--- config.mk ---
export PLATFORM = sky130hd
export DESIGN_NAME = mul_tdm_scheduler
export DESIGN_NICKNAME = d
export VERILOG_FILES = /design/src/rtl/mul_tdm_scheduler.sv
export SDC_FILE = /design/constraint.sdc
export NUM_CORES = 1
export LEC_CHECK = 0
export CAP_MARGIN = 20
export CORE_AREA = 2 2 82 60
export DETAILED_ROUTE_END_ITERATION = 10
export DIE_AREA = 0 0 84 62
export GPL_TIMING_DRIVEN = 0
export PLACE_DENSITY_LB_ADDON = 0.15
export SLEW_MARGIN = 20
export SYNTH_ARGS = -nofsm -noshare
export SYNTH_HDL_FRONTEND = slang
export SYNTH_SLANG_ARGS = --single-unit
--- constraint.sdc ---
create_clock -name clk -period 1.7 [get_ports clk]
set_input_delay 0.34 -clock clk [delete_from_list [all_inputs] [get_ports clk]]
set_output_delay 0.34 -clock clk [all_outputs]
set_load 0.05 [all_outputs]
--- src/rtl/mul_tdm_scheduler.sv ---
// mul_tdm_scheduler: shares one constant-time multiplier between requesters A and B
// using fixed alternating slots, so each requester's latency never depends on the other.
module mul_tdm_scheduler #(
  parameter int WIDTH     = 4,
  parameter int SLOT_LEN  = 8,
  parameter bit DUMMY_OPS = 1'b0
) (
  input  logic               clk,
  input  logic               rst,
  input  logic               req_valid_a,
  input  logic [WIDTH-1:0]   req_multiplier_a,
  input  logic [WIDTH-1:0]   req_multiplicand_a,
  output logic               req_ready_a,
  output logic               resp_valid_a,
  output logic [2*WIDTH-1:0] resp_product_a,
  output logic               resp_err_a,
  input  logic               req_valid_b,
  input  logic [WIDTH-1:0]   req_multiplier_b,
  input  logic [WIDTH-1:0]   req_multiplicand_b,
  output logic               req_ready_b,
  output logic               resp_valid_b,
  output logic [2*WIDTH-1:0] resp_product_b,
  output logic               resp_err_b,
  output logic               mul_start,
  output logic [WIDTH-1:0]   mul_multiplier,
  output logic [WIDTH-1:0]   mul_multiplicand,
  input  logic [2*WIDTH-1:0] mul_product,
  input  logic               mul_done
);
  localparam int CW = (SLOT_LEN > 2) ? $clog2(SLOT_LEN) : 2;
  localparam logic [CW-1:0] LAST = CW'(SLOT_LEN - 1);
  localparam logic [CW-1:0] ONE = CW'(1);
  logic run_q, run_d;
  logic [CW-1:0] slot_cnt_q, slot_cnt_d;
  logic owner_q, owner_d;
  logic active_q, active_d, captured_q, captured_d;
  logic [WIDTH-1:0] mr_q, mr_d, md_q, md_d;
  logic [2*WIDTH-1:0] prod_q, prod_d;
  logic rv_a_q, rv_a_d, rv_b_q, rv_b_d, err_a_q, err_a_d, err_b_q, err_b_d;
  logic [2*WIDTH-1:0] prod_a_q, prod_a_d, prod_b_q, prod_b_d, fin_prod;
  logic slot0, last, acc_a, acc_b, hit, fin, ok;
  // run_q holds the schedule at slot 0 until the first edge after reset release
  always_comb begin
    slot0 = run_q && slot_cnt_q == '0;
    last = slot_cnt_q == LAST;
    acc_a = slot0 && !owner_q && req_valid_a;
    acc_b = slot0 && owner_q && req_valid_b;
    hit = active_q && !captured_q && mul_done && slot_cnt_q > ONE;
    fin = last && active_q;
    ok = captured_q || hit;
    fin_prod = captured_q ? prod_q : hit ? mul_product : '0;
    run_d = 1'b1;
    slot_cnt_d = (!run_q || last) ? '0 : slot_cnt_q + ONE;
    owner_d = owner_q ^ last;
    active_d = acc_a || acc_b || (active_q && !last);
    captured_d = ok && !last;
    prod_d = hit ? mul_product : prod_q;
    mr_d = acc_a ? req_multiplier_a : acc_b ? req_multiplier_b : (slot0 && DUMMY_OPS) ? '0 : mr_q;
    md_d = acc_a ? req_multiplicand_a : acc_b ? req_multiplicand_b : (slot0 && DUMMY_OPS) ? '0 : md_q;
    rv_a_d = fin && !owner_q;
    rv_b_d = fin && owner_q;
    prod_a_d = rv_a_d ? fin_prod : prod_a_q;
    prod_b_d = rv_b_d ? fin_prod : prod_b_q;
    err_a_d = rv_a_d ? !ok : err_a_q;
    err_b_d = rv_b_d ? !ok : err_b_q;
  end
  always_ff @(posedge clk or negedge rst) begin
    if (!rst) begin
      run_q <= 1'b0;
      slot_cnt_q <= '0;
      owner_q <= 1'b0;
      active_q <= 1'b0;
      captured_q <= 1'b0;
      mr_q <= '0;
      md_q <= '0;
      prod_q <= '0;
      rv_a_q <= 1'b0;
      rv_b_q <= 1'b0;
      prod_a_q <= '0;
      prod_b_q <= '0;
      err_a_q <= 1'b0;
      err_b_q <= 1'b0;
    end else begin
      run_q <= run_d;
      slot_cnt_q <= slot_cnt_d;
      owner_q <= owner_d;
      active_q <= active_d;
      captured_q <= captured_d;
      mr_q <= mr_d;
      md_q <= md_d;
      prod_q <= prod_d;
      rv_a_q <= rv_a_d;
      rv_b_q <= rv_b_d;
      prod_a_q <= prod_a_d;
      prod_b_q <= prod_b_d;
      err_a_q <= err_a_d;
      err_b_q <= err_b_d;
    end
  end
  assign req_ready_a = slot0 && !owner_q;
  assign req_ready_b = slot0 && owner_q;
  assign mul_start = run_q && slot_cnt_q == ONE && (active_q || DUMMY_OPS);
  assign mul_multiplier = mr_q;
  assign mul_multiplicand = md_q;
  assign resp_valid_a = rv_a_q;
  assign resp_valid_b = rv_b_q;
  assign resp_product_a = prod_a_q;
  assign resp_product_b = prod_b_q;
  assign resp_err_a = err_a_q;
  assign resp_err_b = err_b_q;
endmodule

# After elaboration in Yosys (flattened, before gate mapping)
# Cells that the tools add are included.
# totals
regBits	43
elab_cells	52
# op_classes
addsub	1
magnitude_cmp	1
n_eq_ne	2
mux	7
n_bitwise	1
reduce_logical	26
# op_table
op	count
$mux 4	4
$mux 8	2
$logic_and 1x1->1	15
$logic_not 1->1	5
$logic_or 1x1->1	4
$add 3x1->3 const B	1
$eq 3x1->1 const B	1
$eq 3x3->1 const B	1
$gt 3x1->1 const B	1
$logic_not 3->1	1
$mux 3	1
$reduce_bool 2->1	1
$xor 1x1->1	1

# Depth between registers and ports, before layout
# Gate-level depths: netlist (run 1).
# depth
word_depth	6
depth_mapped	7
mapped_depth_nobuf	5

# Least setup slack after synthesis (run 1)
# No wires, ideal clock.
# synth_timing
path_kind	register to output
startpoint	register slot_cnt_q[0]
endpoint	output req_ready_a
arrival_ps	1427
required_ps	1360
path_slack_ps	-67
stages_incl_launch_ff	5
cell_sequence	dfrtp_1 > inv_1 > ha_1 > nand3b_1 > nor2_1
# synth_via
elab_chain_len	3
# synth_rtl
item	line_no	text
start: declaration	34	logic [CW-1:0] slot_cnt_q, slot_cnt_d;
start signal: assignment	85	slot_cnt_q <= slot_cnt_d;
$logic_not 3->1	44	slot0 = run_q && slot_cnt_q == '0;
$logic_and 1x1->1	44	
$logic_and 1x1->1	100	assign req_ready_a = slot0 && !owner_q;
end: declaration	13	output logic req_ready_a,
# No other way between the ends.

# Worst setup path after layout (run 1)
# layout_timing
startpoint	register slot_cnt_q[0]
endpoint	output mul_start
# layout_via
elab_chain_len	3
# layout_rtl
item	line_no	text
$eq 3x1->1	102	assign mul_start = run_q && slot_cnt_q == ONE && (active_q || DUMMY_OPS);
$logic_and 1x1->1 (2 in series)	102	
end: declaration	24	output logic mul_start,
# No other way between the ends.

==> results of run 1 <==
[metal layers]
metal,global-route usage,share of wire,vias up
li1,-,-,740
met1,0.245,0.49,736
met2,0.296,0.46,31
met3,0.0528,0.047,2
met4,0.0415,0.0042,0
met5,0,0,-
[kinds of logic (layout without fill, tap and decap cells)]
kind of cell | Yosys count | after routing | share of synthesized area
AOI/OAI and AO/OA | 55 | 55 | 0.253
xor gates and xnor gates | 1 | 1 | 0.00433
adders and majority gates | 4 | 4 | 0.0248
buffers and inverters | 16 | 87 | 0.0674
DFF | 43 | 43 | 0.532
other | 1 | 1 | 0.00185
and+or+nand+nor | 42 | 42 | 0.116
[placed cells by master (no fill, tap or decap), types with 3 or more instances in the layout]
| cell type | Yosys | routed |
|---|---|---|
| a2bb2oi_1 | 7 | 7 |
| buf_4 | 2 | 4 |
| o22ai_1 | 9 | 9 |
| nor2_1 | 16 | 15 |
| a21bo_1 | 8 | 8 |
| and3b_1 | 3 | 3 |
| clkbuf_8 | 0 | 6 |
| nand2_1 | 8 | 8 |
| buf_6 | 9 | 13 |
| a31oi_1 | 16 | 16 |
| dlygate4sd2_1 | 0 | 28 |
| clkdlybuf4s50_1 | 0 | 26 |
| dfrtp_1 | 43 | 42 |
| o2111ai_2 | 7 | 7 |
[worst paths after layout]
kind / from / endpoint / cells past startpoint
worst min register to register: prod_q[2] / prod_q[2] / 1
worst max-delay path: slot_cnt_q[0] / mul_start / 4
worst max register to register: slot_cnt_q[0] / resp_product_a[6] / 8
max in group asynchronous: rst / slot_cnt_q[2] / 3
min in group clk: prod_q[2] / prod_q[2] / 1
worst min-delay path: rst / resp_valid_b / 2
[worst max-delay path: cells and delay by family, from the launching register on]
family,cells,cell delay [ps]
simple gates,1,190
flops,1,410
fa+ha+maj,1,190
buf+inv,2,290
[what timing repair did]
action                                 in CTS  in global routing
setup endpoints to repair                  31                 21
hold buffers                                1                  0
setup buffers                               4                  1
endpoints found under the hold margin      11                  0
resized for setup                          55                  6
pin swaps                                   0                  1
[flip-flops by register name, indices dropped and copies added (netlist names), 3 cells and up]
register / count
resp_product_b: 8
prod_q: 8
slot_cnt_q: 3
mul_multiplicand: 4
mul_multiplier: 4
resp_product_a: 8
[where the power goes]
group          total [mW]  internal [mW]  switching (mW)
registers            1.34           1.23           0.109
clock network       0.646          0.319           0.327
logic                1.39          0.478           0.912
[cell type report]
type / instances / area [sq um] / share of cell area
clock buffer: 6 / 82.6 / 0.0292
clock inverter: 1 / 5.00 / 0.00177
timing repair buffer: 65 / 619 / 0.219
inverter: 4 / 15.0 / 0.00531
tap: 57 / 71.3 / 0.0252
sequential: 43 / 1080 / 0.381
multi-input combinational: 103 / 841 / 0.297
buffer: 11 / 118 / 0.0416
==> flow_summary.ini, run 1 <==
[run_status]
status = finished with violations
violations = negative setup slack

[drt]
drtPass1Iterations = 4
viasPerCell = 5.20
totalWireLength_um = 4540
drtIter0Drc = 57
route.vias.total = 1509
drc_errors = 0
routedWlPerCell_um = 15.6
antenna_left = 0

[synthesis]
synth_nets = 195
yosysTopAreaCellShare = 0.532
netlist_top_cells_area = dfrtp_1 53%, o2111ai_2 5.2%, buf_6 5.0%
synth_most_common_cell = dfrtp_1
synth_edf_count = 0
netlist_top_cells_count = 43 x dfrtp_1, 16 x a31oi_1, 16 x nor2_1
syn-instance-count = 162
synth_area_sq_um = 2020
yosysTopAreaCell = dfrtp_1
yosysUniqueCellTypes = 36
synth_area_per_cell_sq_um = 12.5
synth_ff_type = dfrtp_1
ys_seq_elements = 43
seq_area_frac_synth = 0.532
synth_warnings = 0
async_flop_share = 1.00

[final_layout]
syn2layout_area_growth_pct = 39.9
antenna_cells = 0
instances_no_fill = 290
nets = 266
final_util = 0.622
final_area_sq_um = 2830
drive_above_1_share = 0.232
fillerInstances = 375

[timing]
finalSetupViolCount = 1
tns_ps = -4.60
hold_viol = 0
slew_headroom = 0.660
max_freq_ghz = 0.587
worst_slew_pin_slew_ps = 513
final.setup.worst_slack_ps = -4.60
whs_ps = 454
slew_violations = 0
finClkSkew_ps = 2.29
period_share = 1.00
grt_setup_unrepaired = yes
period_needed_ps = 1700

[pwr]
ir_drop_mv = 0.721
leakagePower_nw = 1.24
power_density_nw_per_um2 = 1190
power.total_mw = 3.37

[flow_run]
drv_cap = 0

[clocking]
cts_buffers = 5
clock_path_buffers = 2
worst_skew_pair.late_latency_ps = 280
cts.sink_count = 43
h-tree-depth = 2
cts_root_buf = clkbuf_8
cts_tree = yes
cts.reportedPaths.clkPinSlew_ps = 80

[setup_path]
crit_slowest_cell = dfrtp_1
cp_max_fo = 4
start_kind = flop
critPathCaptureType = output port
max_stage_delay_ps = 410
worstPathArrival_ps = 1360
critPathKind = reg2out
r2r_setup_slack_ps = 50
crit_path_frequent_cell = buf_6
crit_chain = buf_6 -> ha_1 -> and4b_1 -> buf_6
cp.required_ps = 1360

[floorplan]
start_util = 0.445
rows = 21
core_sq_um = 4550
io_pins = 60
die_x_um = 84
chipHeight_um = 62
dieArea_sq_um = 5210

[global_routing]
overflow = 0
antenna_found_initial = 0
grt_pass1_wl_um = 7230
grt_use_total = 0.181
grt_pass1_vias = 1461
grt_max_degree = 33

[place]
dp.final_hpwl_um = 3260
placed_cell_area_sq_um = 2690
port_buffers = 58
dp_cells = 278
dp_slack_ps = -551
place.gp.congestion = 0.760

[min_path]
hp-class = in2async
Power figures use the tool's default switching activity.
==> run 2, diff against run 1 <==
CELL_PAD_IN_SITES_DETAIL_PLACEMENT = 1   (was not set)
CELL_PAD_IN_SITES_GLOBAL_PLACEMENT = 1   (was not set)
CORE_AREA = 2 2 92 67   (was 2 2 82 60)
DIE_AREA = 0 0 94 69   (was 0 0 84 62)
PLACE_DENSITY_LB_ADDON = 0.1   (was 0.15)
==> run 2 against run 1 <==
Compared with the run above: final area increased by 5.3%; cell count increased by 9.7%; routed wire length increased by 32%; worst setup slack got worse by 29 ps; critical path depth increased by 1; clock-buffer cell count decreased by 1; register-to-register slack about the same; fmax decreased by 1.7%; critical endpoint is now req_ready_b; the flow still finishes with violations (negative setup slack); combinational power increased by 5%.
==> flow_summary.ini, run 2 (synthesis results as in run 1) <==
[min_path]
hp-class = reg2reg
holdPathStages = 1

[clocking]
clock_path_buffers = 2
cts_tree = yes
cts.sink_count = 43
cts_root_buf = clkbuf_8
cts_buffers = 5
worst_skew_pair.late_latency_ps = 290
cts.reportedPaths.clkPinSlew_ps = 90
h-tree-depth = 2

[drt]
route.vias.total = 1629
drtIter0Drc = 18
antenna_left = 0
totalWireLength_um = 5970
viasPerCell = 5.12
routedWlPerCell_um = 18.8
drtPass1Iterations = 4
drc_errors = 0

[setup_path]
start_kind = flop
cp_max_fo = 2
crit_slowest_cell = dfrtp_1
crit_chain = inv_2 -> ha_4 -> and3b_2 -> and2_4 -> buf_8
ff2ff_path_depth = 8
cp.required_ps = 1360
crit_end = req_ready_b
crit_buf_inv = 2
cp_top_family = flip-flops
rr_startpoint = slot_cnt_q[0]
cp.depth = 5
critPathKind = reg2out
max_stage_delay_ps = 410
crit_start = slot_cnt_q[0]
r2r_setup_slack_ps = 40
worstPathArrival_ps = 1390
critPathCaptureType = output port
reg2reg_to = resp_product_a[6]

[timing]
grt_setup_unrepaired = yes
whs_ps = 485
period_needed_ps = 1730
slew_headroom = 0.653
period_share = 1.02
max_freq_ghz = 0.577
finalSetupViolCount = 2
worst_slew_pin_slew_ps = 522
hold_viol = 0
final.setup.worst_slack_ps = -33.6
slew_violations = 0
finClkSkew_ps = 4.45

[final_layout]
layout_commonest_cell = dfrtp_1
syn2layout_area_growth_pct = 47.3
antenna_cells = 0
nets = 275
final_cell_mix = 42 x dfrtp_1, 28 x dlygate4sd2_1, 26 x clkdlybuf4s50_1
fillerInstances = 599
drive_above_1_share = 0.280

[floorplan]
rows = 23
core_sq_um = 5610
chipHeight_um = 69
die_x_um = 94
io_pins = 60
start_util = 0.360
dieArea_sq_um = 6490

[pwr]
leakagePower_nw = 1.28
ir_drop_mv = 0.575
power_density_nw_per_um2 = 1160
power.total_mw = 3.45

[place]
dp.final_hpwl_um = 4040
place.gp.congestion = 0.757
port_buffers = 58

[global_routing]
overflow = 0
antenna_found_initial = 0
grt_pass1_vias = 1765
grt_max_degree = 28
grt_pass1_wl_um = 8940
grt_use_total = 0.176

[run_status]
status = finished with violations
violations = negative setup slack

[flow_run]
drv_cap = 0
-- run 2: cell types whose count changed in the layout (fill, tap and decap cells not counted), sizes merged --
cell / previous run / this run
buf: 21 / 29
clkinvlp: 0 / 2
-- run 2: routing by layer --
metal,vias up,track usage,part of all wire
met4,0,0.0386,0.011
met5,-,0,0
li1,755,-,-
met3,8,0.0361,0.037
met2,36,0.293,0.50
met1,830,0.237,0.45
-- run 2: layout make-up --
cell class | instances | area (sq um) | share of cell area
inverters | 4 | 15.0 | 0.00504
flip-flops and latches | 43 | 1080 | 0.362
multi-input cells | 103 | 872 | 0.293
repair buffers | 74 | 706 | 0.237
well taps | 75 | 93.8 | 0.0315
plain buffers | 11 | 126 | 0.0424
clock buffers | 5 | 68.8 | 0.0231
clock inverters | 3 | 20.0 | 0.00672
-- run 2: worst min path at each step --
stage / slack, ps / from / to
after floorplan: 40 / rst / active_q
after global placement: 460 / prod_q[6] / prod_q[6]
after detailed placement: 300 / rst / run_q
after CTS: 490 / prod_q[2] / prod_q[2]
after global routing: 500 / prod_q[2] / prod_q[2]
final: 480 / prod_q[2] / prod_q[2]
-- run 2: timing repair --
action | CTS | global route
hold buffers | 1 | 0
gates cloned | 0 | 3
buffers inserted | 7 | 4
gates resized for setup | 59 | 14
hold endpoints to repair | 16 | 0
endpoints found under the setup margin | 48 | 16
pin swaps | 3 | 4
-- run 2: stage by stage --
step	setup TNS (ps)	cells	cell area [sq um]	utilization	setup slack (ps)
2_1_floorplan	0	162	2020	-	123
3_3_place_gp	-33550	295	2700	0.481	-754
3_5_place_dp	-1790	296	2710	0.484	-557
4_1_cts	-30.1	311	2860	0.509	-30.1
5_1_grt	-262	318	2980	0.531	-90.8
6_report	-52.8	318	2980	0.531	-33.6
-- run 2: power by group --
part	switching [mW]	internal, mW
Clock	0.359	0.286
Sequential	0.116	1.23
Combinational	0.956	0.507
